File: src/rtl/display_share_arbiter.sv
// display_share_arbiter
//
// Shares one 8-digit seven-segment controller among N_REQ requesters.
// Ownership is handed out round-robin. A new owner keeps the display for
// at least HOLD_CYCLES cycles (DWELL) so its value stays readable. After
// that (OPEN) it keeps the display only until another requester asks for it.
// An owner that drops its request gives up the display at once, in either
// state. All outputs come straight from flops.
module display_share_arbiter #(
  parameter int          N_REQ       = 4,
  parameter int          HOLD_CYCLES = 100_000_000,
  parameter logic [31:0] IDLE_VAL    = 32'h0000_0000
) (
  input  logic                 clk_in,
  input  logic                 rst_in,
  input  logic [N_REQ-1:0]     req_in,
  input  logic [32*N_REQ-1:0]  val_in,
  output logic [31:0]          val_out,
  output logic [N_REQ-1:0]     grant_out,
  output logic                 grant_pulse_out,
  output logic                 dwell_done_out
);

  localparam int IDX_W = $clog2(N_REQ);
  localparam int CNT_W = $clog2(HOLD_CYCLES) + 1;

  // The counter value seen on the last cycle of the minimum dwell.
  localparam logic [CNT_W-1:0] CNT_LAST = CNT_W'(HOLD_CYCLES - 1);
  // After reset, the search must begin at requester 0, so the previous
  // owner is taken to be the highest index.
  localparam logic [IDX_W-1:0] IDX_LAST = IDX_W'(N_REQ - 1);

  typedef enum logic [1:0] {
    ST_IDLE,
    ST_DWELL,
    ST_OPEN
  } state_t;

  state_t             state_q, state_d;
  logic [IDX_W-1:0]   owner_q, owner_d;   // current owner, or the last owner when idle
  logic [CNT_W-1:0]   cnt_q, cnt_d;
  logic [31:0]        val_d;
  logic [N_REQ-1:0]   grant_d;
  logic               pulse_d;
  logic               done_d;

  logic [31:0]        vals [N_REQ];
  logic               pick_valid;
  logic [IDX_W-1:0]   pick_idx;
  logic               owner_req;
  logic               others_req;
  logic [31:0]        owner_val;
  logic               do_grant;
  logic               do_release;

  // Advances an index by step places, wrapping modulo N_REQ. N_REQ need not
  // be a power of two, so the index width cannot do the wrap on its own.
  function automatic logic [IDX_W-1:0] wrap_idx(input logic [IDX_W-1:0] base,
                                                input int               step);
    int sum;
    sum = int'(base) + step;
    if (sum >= N_REQ) sum = sum - N_REQ;
    return IDX_W'(sum);
  endfunction

  // Splits the packed value bus into one 32-bit word per requester.
  always_comb begin
    for (int i = 0; i < N_REQ; i++) begin
      vals[i] = val_in[32*i +: 32];
    end
  end

  // Round-robin pick. The search starts just after the last owner, wraps,
  // and checks the last owner itself last. The first requester found wins.
  always_comb begin
    // NOTE: every combinational output is given a default before any branch,
    // so that no path leaves it unassigned and no latch is inferred.
    pick_valid = 1'b0;
    pick_idx   = owner_q;
    for (int k = 1; k <= N_REQ; k++) begin
      if (!pick_valid && req_in[wrap_idx(owner_q, k)]) begin
        pick_valid = 1'b1;
        pick_idx   = wrap_idx(owner_q, k);
      end
    end
  end

  // Request and value as seen from the current owner.
  always_comb begin
    owner_req  = req_in[owner_q];
    owner_val  = vals[owner_q];
    others_req = |(req_in & ~grant_out);
  end

  // Next-state and next-output logic. Each state only decides whether to
  // grant, release or stay; the effects of a grant and of a release are
  // applied in one place at the end.
  always_comb begin
    state_d    = state_q;
    owner_d    = owner_q;
    cnt_d      = cnt_q;
    val_d      = val_out;
    grant_d    = grant_out;
    pulse_d    = 1'b0;
    done_d     = dwell_done_out;
    do_grant   = 1'b0;
    do_release = 1'b0;

    unique case (state_q)
      ST_IDLE: begin
        if (pick_valid) do_grant = 1'b1;
        else            val_d    = IDLE_VAL;
      end

      ST_DWELL: begin
        // A drop by the owner takes priority over dwell expiry. Requests
        // from other requesters are ignored until the dwell is complete.
        if (!owner_req) begin
          if (pick_valid) do_grant   = 1'b1;
          else            do_release = 1'b1;
        end else if (cnt_q == CNT_LAST) begin
          state_d = ST_OPEN;
          done_d  = 1'b1;
          val_d   = owner_val;
        end else begin
          cnt_d = cnt_q + CNT_W'(1);
          val_d = owner_val;
        end
      end

      ST_OPEN: begin
        // The counter stays at CNT_LAST here. Any other requester takes
        // over on the next edge. The pick reaches the owner last, so it
        // cannot select the owner while someone else is asking.
        if (!owner_req) begin
          if (pick_valid) do_grant   = 1'b1;
          else            do_release = 1'b1;
        end else if (others_req) begin
          do_grant = 1'b1;
        end else begin
          val_d = owner_val;
        end
      end

      default: do_release = 1'b1;
    endcase

    if (do_grant) begin
      state_d = ST_DWELL;
      owner_d = pick_idx;
      cnt_d   = '0;
      val_d   = vals[pick_idx];
      grant_d = N_REQ'(1) << pick_idx;
      pulse_d = 1'b1;
      done_d  = 1'b0;
    end

    // Releasing the display clears the outputs. owner_q keeps the last owner
    // so that the next search still starts after it.
    if (do_release) begin
      state_d = ST_IDLE;
      cnt_d   = '0;
      val_d   = IDLE_VAL;
      grant_d = '0;
      done_d  = 1'b0;
    end
  end

  // State and output registers. Reset is asynchronous, so asserting it
  // during a dwell ends the ownership at once.
  always_ff @(posedge clk_in or negedge rst_in) begin
    // NOTE: sequential state uses non-blocking assignments only, so every
    // flop samples values from before the edge, whatever the statement order.
    if (!rst_in) begin
      state_q         <= ST_IDLE;
      owner_q         <= IDX_LAST;
      cnt_q           <= '0;
      val_out         <= IDLE_VAL;
      grant_out       <= '0;
      grant_pulse_out <= 1'b0;
      dwell_done_out  <= 1'b0;
    end else begin
      state_q         <= state_d;
      owner_q         <= owner_d;
      cnt_q           <= cnt_d;
      val_out         <= val_d;
      grant_out       <= grant_d;
      grant_pulse_out <= pulse_d;
      dwell_done_out  <= done_d;
    end
  end

endmodule

File: config.mk
export PLATFORM = sky130hd
export DESIGN_NAME = display_share_arbiter
export DESIGN_NICKNAME = d
export VERILOG_FILES = /design/src/rtl/display_share_arbiter.sv
export SDC_FILE = /design/constraint.sdc
export NUM_CORES = 1
export LEC_CHECK = 0
export BUFFER_PORTS_ARGS = -buffer_cell sky130_fd_sc_hd__buf_4
export CORE_MARGIN = 4
export CORE_UTILIZATION = 45
export CTS_CLUSTER_SIZE = 30
export DETAILED_ROUTE_END_ITERATION = 12
export GPL_ROUTABILITY_DRIVEN = 1
export GPL_TIMING_DRIVEN = 1
export PLACE_DENSITY = 0.71
export REMOVE_ABC_BUFFERS = 1
export SYNTH_ARGS = -nofsm -noshare
export SYNTH_HDL_FRONTEND = slang
export SYNTH_SLANG_ARGS = --single-unit
export TNS_END_PERCENT = 5
File: constraint.sdc
create_clock -name clk_in -period 7.15 [get_ports clk_in]
set_clock_uncertainty 0.1 [all_clocks]
set_input_delay 1.0725 -clock clk_in [delete_from_list [all_inputs] [get_ports clk_in]]
set_output_delay 1.0725 -clock clk_in [all_outputs]
set_load 0.02 [all_outputs]
==> metrics.cfg, run 1 <==
[yosys]
synth_edf_count=0
synth-adder-area-share_pct=1.318
synthMuxAreaShare_pct=21.19
synthArstFlopShare_pct=100.0
synth_xor_area_share_pct=3.382
seq_area_frac_synth_pct=30.35
syn_avg_cell_area_um2=9.233
synth_simple_gate_area_share_pct=22.10
synth-seq-cells=69
netlist-cell-type-count=53
synth_cells=617
synth_top_family_by_area=simple AND/OR/NAND/NOR gates
synth-compound-area-share_pct=15.86
synth_ff_type=dfrtp_1
synth.cell_area_um2=5697
yosys_warnings=0

[die]
core_area_um2=12210
io_pins=172
die_h_um=120.5
placementRows=40
die-area_um2=14520
start_util_pct=46.65
die_w_um=120.5

[cells_and_area]
finalNonFillerCells=918
seqCellArea_um2=1729
post-route-util_pct=60.20
fillers=1038
antenna_cells=0
drive_above_1_share_pct=36.93
multi_input_area_um2=3696
nets=885
syn_to_final_growth_pct=29.06

[clock_tree]
numClockSinks=69
cts.clk_slew.worst_paths_ps=60
cts_resized=0
cts_made_buffers=9
postCtsHoldBufs=0
cts_tree=built
clock_latency_ps=330
h-tree-depth=3
post_cts.repair.setup_buffers=0
clockBufferDepth=2
clockRootBuffer=clkbuf_16

[pwr]
ir_drop_v=0.0004164
p_sw_share_pct=43.59
power_switching_uw=1363
pwr-share-clk_pct=14.4
pwr-share-comb_pct=65.0
seq_power_share_pct=20.6
power.leakage_uw=0.003102
p_int_uw=1763
p_per_area_nw_per_um2=425.2

[place]
io_buffers=171
place_inst=902
globalplace.congestion=0.8970
place_hpwl_um=12620

[worst_setup_path]
max_stage_delay_ps=1300
start_kind=register
rrSetupSlack_ps=3030
crit_type=register to register
worst_path_max_delay_cell=dfstp_2
arrival_ps=4290
crit_required_ps=7320
crit_chain=mux2_2 -> o221ai_1 -> o311a_1 -> nor2b_2 -> buf_4 -> a32o_1 -> mux2_4
path_max_fanout=43
critPathCaptureType=register

[sta]
worst_pin_slew_ps=1175
drv_slew=0
final_hold_viol_count=0
min_period_ps=4123
rsz0062_at_grt=false
slew_headroom_pct=21.67
fmax_mhz=242.6
post-route-period-util_pct=57.66
tns_ps=0
setup_viol=0

[detailed_routing]
vias_per_cell=6.522
ant_nets=0
route.detailed.drc=0
dr.pass1.iters=5
wl_per_cell_um=20.51
wl_um=18830
via_count=5987
drt_first_iter_violations=724

[global_route]
grt_pass1_wl_um=29940
grt_antenna_before_repair=0
grt-ovfl-total=0
track_usage_pct=25.19
grt_max_degree=70
grt_pass1_vias=5731

[worst_hold_path]
hp-class=register to register

[run]
drv_cap=0

[run_status]
status=finished clean

layout make-up:
class	count	share of cell area [%]
multi-input cells	469	50.27
flip-flops and latches	69	23.52
repair buffers	181	18.48
clock buffers	10	3.251
well taps	168	2.859
clock inverters	6	0.8509
inverters	15	0.7658
path summary, 6_finish.rpt:
kind,startpoint,end,cells past startpoint
max,owner_q[1],val_out[27],7
min,val_out[2],val_out[2],1
max reg2reg,owner_q[1],val_out[27],7
min reg2reg,val_out[2],val_out[2],1
max in group asynchronous,rst_in,grant_out[0],1
min in group asynchronous,rst_in,val_out[25],1
cell usage after synthesis, types with 8 or more instances:
cell type  number  area [um2]
nand3_1       144       720.7
o21ai_0        70       350.3
dfrtp_1        67        1677
clkbuf_1       47       176.4
mux4_2         33       743.2
nor2_1         32       120.1
a32o_1         31       310.3
mux2_4         19       285.3
xnor2_1        17       148.9
inv_1          14       52.55
mux2_2         13       146.4
nand2_1        12       45.04
a21oi_1         9       45.04
nor4_1          9       56.30
nand4_1         8       50.05
power groups by stage:
stage	Combinational (uW)	Sequential (uW)	Clock (uW)
2_1_floorplan	1290	750	0
3_3_place_gp	1970	641	0
3_5_place_dp	2020	645	0
4_1_cts	2030	641	458
5_1_grt	2180	654	476
6_report	2030	644	449
cells in the final DEF (no fill, tap or decap), types with 8 or more instances in the layout:
master | netlist | final
mux2_2 | 13 | 13
mux4_2 | 33 | 33
buf_4 | 3 | 181
nor2_1 | 32 | 32
mux2_4 | 19 | 19
nand3_1 | 144 | 144
dfrtp_1 | 67 | 67
a32o_1 | 31 | 31
nor4_1 | 9 | 9
inv_1 | 14 | 14
xnor2_1 | 17 | 17
clkbuf_16 | 0 | 9
a21oi_1 | 9 | 8
o21ai_0 | 70 | 70
nand4_1 | 8 | 8
nand2_1 | 12 | 12
metal layers:
metal | routed length (um) | track usage (%) | part of all wire, %
met1 | 7796 | 34.86 | 41
met2 | 9021 | 40.48 | 48
met3 | 1622 | 4.443 | 8.6
met4 | 386 | 7.720 | 2.1
met5 | 0 | 0 | 0
metrics by stage:
stage	setup slack [ps]	power, uW	instance area [um2]	hold WS [ps]
after detailed placement	3144	2664	7051	379.3
after floorplan	1375	2045	5423	396.6
after global placement	3229	2609	7051	369.7
final	3027	3126	7352	389.2
after CTS	3100	3127	7352	393.0
after global routing	2925	3309	7352	422.2
kinds of logic (layout without fill, tap and decap cells):
logic type / count (synthesis) / after routing
compound gates: 131 / 131
xor+xnor: 22 / 22
fa+ha+maj: 6 / 6
buf+inv: 79 / 212
flops: 69 / 69
mux: 68 / 68
simple gates: 242 / 242
registers in the layout, summed over array words and instances, names as in the netlist:
name             cells
grant_out            4
grant_pulse_out      1
val_out             32
state_q              1
cnt_q               28
dwell_done_out       1
owner_q              2
worst max-delay path, delay by kind of cell (launching register included):
| family | cells | cell delay [ps] |
|---|---|---|
| DFF | 1 | 1300 |
| and+or+nand+nor | 1 | 760 |
| buffers and inverters | 1 | 390 |
| muxes | 2 | 620 |
| AOI/OAI and AO/OA | 3 | 880 |
Power figures use the tool's default switching activity.
==> inputs of run 2 (changes only) <==
--- a/config.mk
+++ b/config.mk
@@ -5,6 +5,7 @@
 export SDC_FILE = /design/constraint.sdc
 export NUM_CORES = 1
 export LEC_CHECK = 0
+export ABC_AREA = 1
 export BUFFER_PORTS_ARGS = -buffer_cell sky130_fd_sc_hd__buf_4
 export CORE_MARGIN = 4
 export CORE_UTILIZATION = 45
==> constraint.sdc (replaced) <==
create_clock -name clk_in -period 4.1 [get_ports clk_in]
set_clock_uncertainty 0.1 [all_clocks]
set_input_delay 0.615 -clock clk_in [delete_from_list [all_inputs] [get_ports clk_in]]
set_output_delay 0.615 -clock clk_in [all_outputs]
set_load 0.02 [all_outputs]
==> run 2 against run 1 <==
Global-route usage rose by 3.8 points. Utilization down 1.8 points. Sequential share of layout area fell by 0.42 points. Sequential power up 66%. Synthesized cell count grew 54%. Critical path depth rose by 6. Sequential cell count did not move. Via count increased by 20%. Design area increased by 1.8%. First-iteration DRC count fell by 14%. Combinational power rose to 2.5 times the previous value. Total power is 120% higher. Critical endpoint is now val_out[23]. Highest routed layer unchanged.
==> metrics.cfg, run 2 <==
[cells_and_area]
regMostFlops=val_out
nets=1227
fillers=1295
drive_above_1_share_pct=22.00
final_cell_mix=nand2_1 (306), nand3_1 (214), buf_4 (180)
multi_input_area_um2=3725
antenna_cells=0
reg.largest.list=val_out x32, cnt_q x28, grant_out x4
largest_register_ffs=32
syn_to_final_growth_pct=25.25
post-route-util_pct=58.37
seqCellArea_um2=1729
final_common_cell=nand2_1

[worst_setup_path]
rr_startpoint=owner_q[0]
startpoint=owner_q[0]
max_stage_delay_ps=700
path_buf_inv=3
path_max_fanout=33
worst_path_max_delay_cell=dfstp_2
crit_top_cell=nand3_1
critPathCaptureType=register
cpLargestDelayFamily=simple AND/OR/NAND/NOR gates
crit_required_ps=4260
crit_type=register to register
arrival_ps=3220
start_kind=register
crit_chain=inv_2 -> nand2_1 -> nand3_1 -> nand2_2 -> o21ai_2 -> nand3_1 -> nand3_2 -> nand3_1 -> nand2_2 -> buf_4 -> inv_2 -> nor2_1 -> a21oi_1

[global_route]
grt_max_degree=70
top_usage_layer=met2
grt_pass1_wl_um=35020
use_met1_pct=37.42
grt-ovfl-total=0
grtUsageMet2_pct=47.54
grt_pass1_vias=6842
track_usage_pct=28.99
met3_usage_pct=7.091
grt_antenna_before_repair=0

[pwr]
total_power_uw=6925
power.leakage_uw=0.003699
power_switching_uw=3952
p_int_uw=2973
p_per_area_nw_per_um2=925.0
ir_drop_v=0.0007051
pwr-share-clk_pct=10.9
seq_power_share_pct=15.5
pwr-share-comb_pct=73.6
p_sw_share_pct=57.07

[clock_tree]
clockBufferDepth=2
clockRootBuffer=clkbuf_16
cts_made_buffers=9
cts.clk_slew.worst_paths_ps=60
cts_resized=0
post_cts.repair.setup_buffers=0
numClockSinks=69
clock_latency_ps=330
postCtsHoldBufs=0
cts_tree=built
h-tree-depth=3

[die]
die_h_um=123.3
core_area_um2=12820
start_util_pct=46.60
die_w_um=123.3
placementRows=41
die-area_um2=15190
io_pins=172

[sta]
fmax_mhz=326.0
drv_slew=0
min_period_ps=3067
rsz0062_at_grt=false
final_hold_viol_count=0
setup_viol=0
tns_ps=0
slew_headroom_pct=38.73
worst_pin_slew_ps=919.1
post-route-period-util_pct=74.81

[yosys]
synthTopCellsByCount=nand2_1 (306), nand3_1 (214), nor2_1 (91)
synth_largest_area_cell=dfrtp_1
netlist-cell-type-count=36
seq_area_frac_synth_pct=28.93
synth_simple_gate_area_share_pct=51.87
synth-seq-cells=69
synth.cell_area_um2=5977
synthMuxAreaShare_pct=0
synth_xor_area_share_pct=2.345
yosys_warnings=0
synthArstFlopShare_pct=100.0
synth-compound-area-share_pct=6.845
synth-adder-area-share_pct=1.256
synth_cells=953
synthTopCellsByArea=dfrtp_1 (28%), nand2_1 (19%), nand3_1 (18%)
synth_ff_type=dfrtp_1
synth_top_area_share_pct=28.05
synth_most_common_cell=nand2_1
synth_edf_count=0
synth_top_family_by_area=simple AND/OR/NAND/NOR gates
syn_avg_cell_area_um2=6.272

[detailed_routing]
route.detailed.drc=0
via_count=7173
wl_per_cell_um=16.96
ant_nets=0
dr.pass1.iters=9
wl_um=21420
drt_first_iter_violations=622
vias_per_cell=5.679

[place]
io_buffers=171
place_hpwl_um=14840
globalplace.congestion=0.8979

[run_status]
status=finished clean

[worst_hold_path]
hp-class=primary input to async pin

[run]
drv_cap=0

## run 2: cell type report
cell class	instances	share of cell area, %
Multi-Input combinational cell	778	49.76
Sequential cell	69	23.10
Timing Repair Buffer	180	18.05
Clock buffer	10	3.059
Tap cell	172	2.875
Inverter	49	2.457
Clock inverter	5	0.7020
## run 2: per-layer routing
layer	wire, um	vias up
li1	-	3431
met1	8649	3300
met2	10050	398
met3	2046	44
met4	674	0
met5	0	-
## run 2: worst paths after layout
check / endpoint / slack [ps] / cells after the start
worst max-delay path: val_out[23] / 1030 / 13
worst min-delay path: val_out[11] / 320 / 1
worst max register to register: val_out[23] / 1030 / 13
worst min register to register: val_out[26] / 390 / 2
max in group asynchronous: cnt_q[4] / 2990 / 1
min in group clk_in: val_out[26] / 390 / 2
## run 2: power by group through the flow
stage	logic [uW]	clock network (uW)	registers, uW
2_1_floorplan	3210	0	1240
3_3_place_gp	5000	0	1080
3_5_place_dp	5030	0	1080
4_1_cts	5050	763	1070
5_1_grt	5660	796	1100
6_report	5100	754	1070
## run 2: metrics by stage
step	worst slack, ps	instances	hold WS [ps]	area, um2
2_1_floorplan	958.1	896	219.4	5638
5_1_grt	732.1	1263	395.7	7486
3_3_place_gp	1182	1248	366.8	7204
3_5_place_dp	1052	1248	371.1	7204
4_1_cts	1035	1263	361.8	7486
6_report	1033	1263	316.0	7486
## run 2: cells by family after synthesis
kind of cell | after synthesis
compound gates | 64
flops | 69
buf+inv | 106
simple gates | 692
xor+xnor | 16
fa+ha+maj | 6
